--- src/rtl/hw_deque.sv ---
// hw_deque: parametrised double-ended queue on a circular buffer.
//
// Offers push_back / push_front / pop_back / pop_front with one accepted
// operation per cycle, plus combinational views of the front and back entries.
// Storage is DEPTH words of WIDTH bits; DEPTH need not be a power of two.
//
// Optional feature macro: HW_DEQUE_PEEK_EN
//   When defined, adds rd_idx/rd_data, which give a combinational indexed peek
//   at logical position rd_idx (0 = front). Reads never change state.
//
// Ports:
//   clk        rising-edge clock
//   rst_l      asynchronous active-low reset
//   op_valid   request present
//   op         00 push_back, 01 push_front, 10 pop_back, 11 pop_front
//   op_data    push data
//   op_ready   request can be accepted this cycle (combinational on op + state)
//   rsp_valid  one-cycle pulse, the cycle after an accepted pop
//   rsp_data   last popped word, held until the next pop
//   front_data logical index 0, 0 when empty
//   back_data  logical index count-1, 0 when empty
//   count      number of stored entries
//   full       count == DEPTH
//   empty      count == 0
//   rd_idx     (HW_DEQUE_PEEK_EN) logical peek index
//   rd_data    (HW_DEQUE_PEEK_EN) peeked word, 0 when rd_idx >= count
//
// Handshake: a request transfers on a rising clk edge where op_valid and
// op_ready are both high. A requester that sees op_ready low keeps its request
// stable until it is taken; nothing is dropped and no error is flagged. There
// is no backpressure on the response side.
module hw_deque #(
  parameter int WIDTH = 32,
  parameter int DEPTH = 8,
  localparam int CW = $clog2(DEPTH + 1),
  localparam int IW = $clog2(DEPTH)
) (
  input  logic             clk,
  input  logic             rst_l,
  input  logic             op_valid,
  input  logic [1:0]       op,
  input  logic [WIDTH-1:0] op_data,
  output logic             op_ready,
  output logic             rsp_valid,
  output logic [WIDTH-1:0] rsp_data,
  output logic [WIDTH-1:0] front_data,
  output logic [WIDTH-1:0] back_data,
  output logic [CW-1:0]    count,
`ifdef HW_DEQUE_PEEK_EN
  input  logic [IW-1:0]    rd_idx,
  output logic [WIDTH-1:0] rd_data,
`endif
  output logic             full,
  output logic             empty
);

  localparam logic [1:0] OP_PUSH_BACK  = 2'b00;
  localparam logic [1:0] OP_PUSH_FRONT = 2'b01;
  localparam logic [1:0] OP_POP_BACK   = 2'b10;
  localparam logic [1:0] OP_POP_FRONT  = 2'b11;

  // One extra bit so head + offset (< 2*DEPTH) never overflows before the wrap.
  localparam int SW = CW + 1;

  logic [WIDTH-1:0] mem [DEPTH];
  logic [IW-1:0]    head;

  // Physical slot of logical offset off from head. A single compare-and-
  // subtract is enough because head < DEPTH and off <= DEPTH.
  function automatic logic [IW-1:0] slot_of(input logic [IW-1:0] base,
                                            input logic [CW-1:0] off);
    logic [SW-1:0] sum;
    sum = SW'(base) + SW'(off);
    if (sum >= SW'(DEPTH)) sum = sum - SW'(DEPTH);
    return sum[IW-1:0];
  endfunction

  logic          accept;
  logic [IW-1:0] tail_slot;   // slot(count): next push_back target
  logic [IW-1:0] last_slot;   // slot(count-1): current back entry
  logic [IW-1:0] head_dec;    // head-1 with wrap, new head for push_front
  logic [IW-1:0] head_inc;    // head+1 with wrap, new head after pop_front

  assign empty    = (count == '0);
  assign full     = (count == CW'(DEPTH));
  assign op_ready = op[1] ? !empty : !full;
  assign accept   = op_valid && op_ready;

  assign tail_slot = slot_of(head, count);
  assign last_slot = slot_of(head, count - CW'(1));
  assign head_dec  = (head == '0) ? IW'(DEPTH - 1) : head - IW'(1);
  assign head_inc  = (head == IW'(DEPTH - 1)) ? '0 : head + IW'(1);

  assign front_data = empty ? '0 : mem[head];
  assign back_data  = empty ? '0 : mem[last_slot];

`ifdef HW_DEQUE_PEEK_EN
  assign rd_data = (CW'(rd_idx) < count) ? mem[slot_of(head, CW'(rd_idx))] : '0;
`endif

  // Storage carries no reset; count alone decides which slots are live.
  always_ff @(posedge clk) begin
    if (accept) begin
      case (op)
        OP_PUSH_BACK:  mem[tail_slot] <= op_data;
        OP_PUSH_FRONT: mem[head_dec]  <= op_data;
        default: ;
      endcase
    end
  end

  always_ff @(posedge clk or negedge rst_l) begin
    if (!rst_l) begin
      head      <= '0;
      count     <= '0;
      rsp_valid <= 1'b0;
      rsp_data  <= '0;
    end else begin
      rsp_valid <= 1'b0;
      if (accept) begin
        case (op)
          OP_PUSH_BACK: begin
            count <= count + CW'(1);
          end
          OP_PUSH_FRONT: begin
            head  <= head_dec;
            count <= count + CW'(1);
          end
          OP_POP_BACK: begin
            rsp_valid <= 1'b1;
            rsp_data  <= mem[last_slot];
            count     <= count - CW'(1);
          end
          OP_POP_FRONT: begin
            // head is left where it lands when the queue drains; no re-centering.
            rsp_valid <= 1'b1;
            rsp_data  <= mem[head];
            head      <= head_inc;
            count     <= count - CW'(1);
          end
          default: ;
        endcase
      end
    end
  end

endmodule

--- config.mk ---
export PLATFORM = sky130hd
export DESIGN_NAME = hw_deque
export DESIGN_NICKNAME = d
export VERILOG_FILES = /design/src/rtl/hw_deque.sv
export SDC_FILE = /design/constraint.sdc
export NUM_CORES = 1
export LEC_CHECK = 0
export BUFFER_PORTS_ARGS = -buffer_cell sky130_fd_sc_hd__buf_2
export CORE_ASPECT_RATIO = 1.1
export CORE_MARGIN = 8
export CORE_UTILIZATION = 40
export DETAILED_ROUTE_END_ITERATION = 10
export SETUP_SLACK_MARGIN = 0.3
export SLEW_MARGIN = 20
export SYNTH_ARGS = -nofsm -noshare
export SYNTH_HDL_FRONTEND = slang
export SYNTH_SLANG_ARGS = --single-unit
--- constraint.sdc ---
create_clock -name clk -period 8.3 [get_ports clk]
set_input_delay 0.83 -clock clk [delete_from_list [all_inputs] [get_ports clk]]
set_output_delay 0.83 -clock clk [all_outputs]
set_load 0.03 [all_outputs]
# Yosys cells after proc, flatten, opt, wreduce, memory -nomap -nowiden
# Memories as Yosys holds them, arrays and structs flattened.
# Cells that the tools add are included.
[classes]
n_eq_ne = 5
add_sub_neg = 8
mux = 21
order_cmp = 2
n_reduce_logical = 13
[ops]
columns = ["operator", "count"]
rows = [
  ["$mux 32", 3],
  ["$pmux 32 s2", 1],
  ["$reduce_or 32->1", 1],
  ["$mux 3", 5],
  ["$add 3x4->5", 2],
  ["$ge 5x4->1 const B", 2],
  ["$mux 1", 10],
  ["$sub 3x1->3 const B", 3],
  ["$pmux 4 s2", 1],
  ["$pmux 3 s2", 1],
  ["$add 4x1->4 const B", 1],
  ["$eq 2x2->1 const B", 2],
  ["$eq 4x4->1 const B", 1],
  ["$logic_not 4->1", 1],
  ["$reduce_and 2->1", 2],
  ["$reduce_bool 2->1", 2],
  ["$reduce_or 2->1", 2],
  ["$sub 4x1->4 const B", 1],
  ["$add 3x1->3 const B", 1],
  ["$eq 3x3->1 const B", 1],
  ["$logic_not 3->1", 1],
  ["$eq 2x1->1 const B", 1],
  ["$logic_not 1->1", 2],
  ["$logic_not 2->1", 1],
  ["$logic_and 1x1->1", 1],
]
[totals]
regBits = 40
mem_count = 1
elab_cells = 54
ramBits = 256
inputBits = 37
[mem_list]
columns = ["name", "depth", "width", "rd", "rd_ports_with_merged_regs", "write_ports", "line", "rtl"]
rows = [
  ["mem", 8, 32, 2, 0, 1, "65", "logic [WIDTH-1:0] mem [DEPTH];"],
]

# Longest topological paths before layout
# Gate-level depths: netlist (run 1).
[logic_depth]
word_depth = 8
mapped_depth = 9
ltp_nobuf = 8

# Least setup slack after synthesis (run 1)
# No wires, ideal clock.
[synth_path]
path_kind = "flip-flop to flip-flop"
from = "register head[1]"
to = "memory mem[1][0] (enable)"
stages_incl_launch_ff = 9
setup_ns = 0.461
path_slack_ns = 3.462
t_arrival_ns = 4.376
required_time_ns = 7.839
path_buffers = 2
path_cell_list = "dfrtp_1 buf_2 buf_1 inv_1 ha_1 nand2b_1 a31oi_1 or4b_2 nor3_1"
[synth_between]
elab_chain_cells = 4
word_cells_on_any_way = 8
classes_between = "add/sub: 3; order compare: 1; mux: 3; reduce/logical: 1"
[synth_lines]
columns = ["element", "line", "rtl"]
rows = [
  ["start: declaration", "66", "logic [IW-1:0] head;"],
  ["start signal: assignment", "138", "head <= head_inc;"],
  ["$add 3x4->5", "73", "sum = SW'(base) + SW'(off);"],
  ["$ge 5x4->1 / $sub 3x1->3 (equally long branches)", "74", "if (sum >= SW'(DEPTH)) sum = sum - SW'(DEPTH);"],
  ["$mux 3", "74", ""],
  ["$mux 3 (no line) *", "n/a", ""],
  ["end: declaration", "65", ""],
]
# Every way passes the cells marked *; elsewhere a longest branch is shown, timed or not.

# Worst setup path after layout (run 1)
[layout_path]
from = "register head[0]"
to = "output back_data[30]"
[layout_between]
elab_chain_cells = 5
word_cells_on_any_way = 6
classes_between = "add/sub: 2; order compare: 1; mux: 2; memory: 1"
[layout_lines]
columns = ["element", "line", "rtl"]
rows = [
  ["$add 3x4->5 *", "73", ""],
  ["$ge 5x4->1 / $sub 3x1->3 (equally long branches)", "74", ""],
  ["$mux 3 *", "74", ""],
  ["$mem_v2 8x32 *", "n/a", ""],
  ["$mux 32 *", "95", "assign back_data = empty ? '0 : mem[last_slot];"],
  ["end: declaration", "47", "output logic [WIDTH-1:0] back_data,"],
]
# Marked as above.

==> impl_metrics.ini, run 1 <==
[setup_path]
r2r_setup_slack_ps = 4250
crit_path_cell_trace = ha_4 > fa_4 > mux4_2 > mux2i_1 > nor2_1 > buf_2
timing.rr.end = mem[1][18]
critPathSlowestCell = sky130_fd_sc_hd__fa_4
path_max_fanout = 64
critical_path_max_stage_delay_ps = 1570
endpoint_kind = output pin
critical_path_class = register to output pin
worst-endpoint-required_ps = 7470
worst_r2r_path_depth = 8
crit-reg2reg-launch = head[0]
critical_path_start_type = register
timing.critical_path.arrival_ps = 4160

[placed_design]
placed_cells = 1305
port-buffer-count = 140
final_replace_weighted_congestion = 0.7186
dp_hpwl_um = 20540

[layout]
layout-drive-gt1-share = 0.4534
layout.area.seq_mm2 = 0.008697
nets = 944
multi_input_area_mm2 = 0.005109
post_layout_nonfiller_instances = 1367
n_fill_cell = 2960
syn2layout_area_growth_pct = 16.73

[route]
first_pass_drt_iterations = 4
detail-route-antenna-nets = 0
drt_iter0_markers = 447
drt_wl_total_um = 34890
route.detailed.drc = 0
via_count = 7797
routed_wire_length_per_instance_um = 25.52
post_drt_via_cell_ratio = 5.704

[clock_tree]
ctsLongestPathBuffers = 3
htree_num_levels = 2
path_clk_slew_ps = 60
worst_skew_pair.late_latency_ps = 510
ctsResizeCount = 0
cts-buffers-inserted = 34
tritoncts = yes
clkSinkCount = 296
clock-root-buffer = sky130_fd_sc_hd__clkbuf_16
holdBufCountCts = 0
cts.repair_timing.setup_buffer_count = 0

[global_routing]
grt_pass1_wl_um = 52880
grt_remaining_overflow = 0
first_global_vias = 8646
number_of_antenna_violations_at_the_first_check_in_global_routing = 5
largest_net_degree_at_the_start_of_global_routing = 67
grtUsageTotal = 0.1702

[synth]
syn-num-nets = 799
netlist_instances = 752
syn_area_mm2 = 0.01404
synth_top_cells_by_count = sky130_fd_sc_hd__edfxtp_1 (256), sky130_fd_sc_hd__mux4_2 (128), sky130_fd_sc_hd__dfrtp_1 (40)
avg_cell_area_syn_um2 = 18.67
combinational_family_with_the_most_area_after_synthesis = multiplexers
synth_edf_count = 256
synth-adder-area-share = 0.009980
synth_top_cell_area_share = 0.5475
post_synth_and_or_nand_nor_area_fraction = 0.03671
yosysSeqAreaShare = 0.6188
ys_dominant_reg_cell = sky130_fd_sc_hd__edfxtp_1
yosys.cell_types.count = 47
xor_xnor_share_of_the_synthesized_area = 0.006505
synth_top_cells_by_area = sky130_fd_sc_hd__edfxtp_1 (55%), sky130_fd_sc_hd__mux4_2 (21%), sky130_fd_sc_hd__dfrtp_1 (7.1%)
yosysWarnings = 0
postSynth.asyncResetShare = 0.1351
synth-compound-area-share = 0.04277
post-synth-top-count-cell = sky130_fd_sc_hd__edfxtp_1
muxShareOfSynthArea = 0.2614
netlist.top_cell.by_area = sky130_fd_sc_hd__edfxtp_1
ys_ff_latch = 296

[timing]
tightestPinTransition_ps = 1126
timing.final.max_slew_violations = 0
finalClockSkew_ps = 9.212
fin_tns_setup_ps = 0
rsz0062_at_grt = false
post-route-min-period_ps = 4993
finalHoldViolCount = 0
number_of_setup_violations_in_the_final_report = 0
max_slew_margin = 0.2490
period_utilization_post_route = 0.6016
achievable-frequency_mhz = 200.3

[die]
fp-row-count = 72
initial_core_util = 0.4027
die_h_um = 212.5
die_width_um = 194.6
area_of_the_core_mm2 = 0.03486
die_area_mm2 = 0.04136
ioPinCount = 141

[outcome]
run_status = finished, final reports clean

[job]
max-cap-violations = 0

[worst_hold_path]
hold_class = primary input to async pin
sequential cells by signal, summed over array words and instances (netlist names):
| signal | count |
|---|---|
| mem | 256 |
| count | 4 |
| rsp_data | 32 |
| rsp_valid | 1 |
| head | 3 |
critical path: cells and delay by family, from the launching register on:
| family | cells | cell delay, ps |
|---|---|---|
| buffers and inverters | 1 | 210 |
| multiplexers | 2 | 770 |
| adder cells (fa/ha/maj) | 2 | 1840 |
| flip-flops | 1 | 730 |
| AND/OR/NAND/NOR | 1 | 80 |
layer usage:
| metal | vias up | track usage | wire length, µm |
|---|---|---|---|
| met3 | 63 | 0.03498 | 1954 |
| met2 | 230 | 0.3052 | 17920 |
| met1 | 4110 | 0.2040 | 14160 |
| met4 | 8 | 0.05428 | 809 |
| li1 | 3386 | - | - |
| met5 | - | 0 | 48 |
final cells by class:
cell class / count / share of cell area
flip-flops and latches: 296 / 0.5307
multi-input cells: 391 / 0.3117
clock buffers: 46 / 0.05962
repair buffers: 165 / 0.05420
well taps: 444 / 0.03390
clock inverters: 15 / 0.007710
inverters: 9 / 0.002061
diodes: 1 / 0.0001527
kinds of logic after synthesis:
family          count (synthesis)
xor+xnor                        8
flops                         296
compound gates                 78
fa+ha+maj                      10
buf+inv                        65
simple gates                  100
mux                           195
through the flow:
| stage | hold WS, ps | area, µm² | setup WS [ps] | util |
|---|---|---|---|---|
| final | 426.0 | 16390 | 3307 | 0.4701 |
| after global routing | 471.9 | 16390 | 3126 | 0.4701 |
| after CTS | 472.5 | 16380 | 3256 | 0.4699 |
| after detailed placement | 509.8 | 15280 | 3810 | 0.4382 |
| after global placement | 500.5 | 15280 | 3852 | 0.4382 |
| after floorplan | 534.4 | 14040 | 3462 | - |
placed cells by master, fill, tap and decap left out, types with 25 or more instances in the layout:
cell type	Yosys	final
sky130_fd_sc_hd__nor2_1	37	37
sky130_fd_sc_hd__clkbuf_16	0	35
sky130_fd_sc_hd__o21ai_1	28	28
sky130_fd_sc_hd__buf_2	22	140
sky130_fd_sc_hd__buf_4	2	25
sky130_fd_sc_hd__mux2i_1	34	34
sky130_fd_sc_hd__nor2b_1	32	32
sky130_fd_sc_hd__edfxtp_1	256	256
sky130_fd_sc_hd__mux4_2	128	128
sky130_fd_sc_hd__dfrtp_1	40	37
how the worst max path moves through the flow:
stage | startpoint | end | slack, ps | depth (start not counted)
global route | head[0] | back_data[30] | 3130 | 6
CTS | head[0] | back_data[30] | 3260 | 6
floorplan | head[1] | mem[1][0] | 3460 | 8
detailed placement | head[0] | back_data[30] | 3810 | 6
global placement | head[0] | back_data[30] | 3850 | 6
finish | head[0] | back_data[30] | 3310 | 6
Power of run 1 is left out: the tool's default activity adds up to more than one toggle a clock period on the data nets, which glitch-free logic cannot reach.
==> inputs of run 2 (changes only) <==
clock period = 4.8 ns   (was 8.3 ns; I/O delays follow)
==> run 2 against run 1 <==
Against the previous run: sequential cell count did not move; non-clock buffer count up 8; design area shrank 0.12%; setup slack got worse by 2700 ps; clock skew is 0.87 ps higher; wire length down 2.8%; critical path depth increased by 3; critical path type unchanged; highest routed layer unchanged; first-iteration DRC count fell by 14%; register-to-register slack worse by 2700 ps.
==> impl_metrics.ini, run 2 (synthesis gave the netlist of run 1 again) <==
[outcome]
run_status = finished, final reports clean

[die]
fp-row-count = 72
initial_core_util = 0.4027
die_width_um = 194.6
ioPinCount = 141
die_area_mm2 = 0.04136
die_h_um = 212.5
area_of_the_core_mm2 = 0.03486

[clock_tree]
clock-root-buffer = sky130_fd_sc_hd__clkbuf_16
clkSinkCount = 296
path_clk_slew_ps = 60
tritoncts = yes
ctsLongestPathBuffers = 3
htree_num_levels = 1
cts-buffers-inserted = 31
ctsResizeCount = 0
worst_skew_pair.late_latency_ps = 560

[timing]
finalWorstSetupSlack_ps = 567.7
achievable-frequency_mhz = 236.3
finalClockSkew_ps = 10.08
timing.final.max_slew_violations = 0
post-route-min-period_ps = 4232
number_of_setup_violations_in_the_final_report = 0
max_slew_margin = 0.3202
finalHoldViolCount = 0
tightestPinTransition_ps = 1020
period_utilization_post_route = 0.8817
fin_hold_ws_ps = 50.72
rsz0062_at_grt = false
fin_tns_setup_ps = 0

[layout]
nets = 949
n_fill_cell = 2962
layout-drive-gt1-share = 0.4477
layout.area.seq_mm2 = 0.008697
largest_reg_flops = 256
top_register = mem
syn2layout_area_growth_pct = 16.58
layout.cells.most_common = sky130_fd_sc_hd__edfxtp_1
most-common-layout-cells = sky130_fd_sc_hd__edfxtp_1 (256), sky130_fd_sc_hd__buf_2 (140), sky130_fd_sc_hd__mux4_2 (128)
finish.instance_area_mm2 = 0.01637
largestRegisters = mem: 256 flops, rsp_data: 32 flops, count: 4 flops
multi_input_area_mm2 = 0.005112

[setup_path]
critPathSlowestCell = sky130_fd_sc_hd__fa_4
worst-endpoint-required_ps = 4320
timing.critical_path.arrival_ps = 3750
critical_path_class = register to output pin
crit_path_cell_trace = inv_1 > ha_1 > inv_1 > fa_4 > buf_4 > mux4_2 > mux2i_1 > nor2_1 > buf_2
critical_path_max_stage_delay_ps = 970
cpMostUsedCell = sky130_fd_sc_hd__inv_1
crit_family = adder cells
path_max_fanout = 13
endpoint_kind = output pin
path_depth = 9
worst_r2r_path_depth = 7
buf_inv_stages_crit_path = 4
critical_path_start_type = register

[route]
routed_wire_length_per_instance_um = 24.72
drt_wl_total_um = 33910
drt_iter0_markers = 385
first_pass_drt_iterations = 4
route.detailed.drc = 0
post_drt_via_cell_ratio = 5.593
detail-route-antenna-nets = 0
via_count = 7674

[global_routing]
grtUsageTotal = 0.1643
first_global_vias = 8359
largest_net_degree_at_the_start_of_global_routing = 67
number_of_antenna_violations_at_the_first_check_in_global_routing = 4
grt_pass1_wl_um = 51610
grt_remaining_overflow = 0

[placed_design]
final_replace_weighted_congestion = 0.7433
dp_hpwl_um = 20350
port-buffer-count = 140
dp_worst_setup_slack_ps = 818.5
placed_cell_area_mm2 = 0.01534

[job]
max-cap-violations = 0

[worst_hold_path]
hold_class = primary input to async pin
run 2: through the flow:
stage,instances,util
2_1_floorplan,752,-
3_3_place_gp,1306,0.4401
3_5_place_dp,1306,0.4401
4_1_cts,1369,0.4685
5_1_grt,1371,0.4695
6_report,1372,0.4695
run 2: layer usage:
metal	GRT usage	vias to the layer above	part of all wire	wire length [µm]
met5	0	-	0.0010	34
met4	0.03215	6	0.014	476
met3	0.02992	46	0.050	1701
met2	0.2978	192	0.52	17680
met1	0.2045	4027	0.41	14020
li1	-	3403	-	-
run 2: area by class of cell:
type | count | share of cell area
multi-input cells | 391 | 0.3123
well taps | 444 | 0.03394
clock buffers | 50 | 0.05480
clock inverters | 8 | 0.002446
repair buffers | 173 | 0.06298
inverters | 9 | 0.002064
diodes | 1 | 0.0001529
flip-flops and latches | 296 | 0.5313
run 2: worst register-to-register path, delay by kind of cell, from the launching register on:
| family | cells | cell delay [ps] |
|---|---|---|
| compound gates | 1 | 60 |
| flops | 1 | 530 |
| simple gates | 3 | 1350 |
| buf+inv | 1 | 320 |
| fa+ha+maj | 2 | 650 |
run 2: path summary, 6_finish.rpt:
kind,startpoint,to,slack [ps]
max,count[0],back_data[17],570
min in group clk,op_data[20],mem[4][20],200
max in group asynchronous,rst_l,head[1],4230
min,rst_l,rsp_data[3],50
min reg2reg,rsp_data[1],rsp_data[1],520
max reg2reg,head[0],mem[4][6],1540
run 2: repair_timing:
item,4_1_cts,5_1_grt
setup endpoints to repair,8,1
buffers inserted,5,1
hold buffers,0,0
gates cloned,0,0
pin swaps,1,1
Power of run 2 is left out for the same reason.
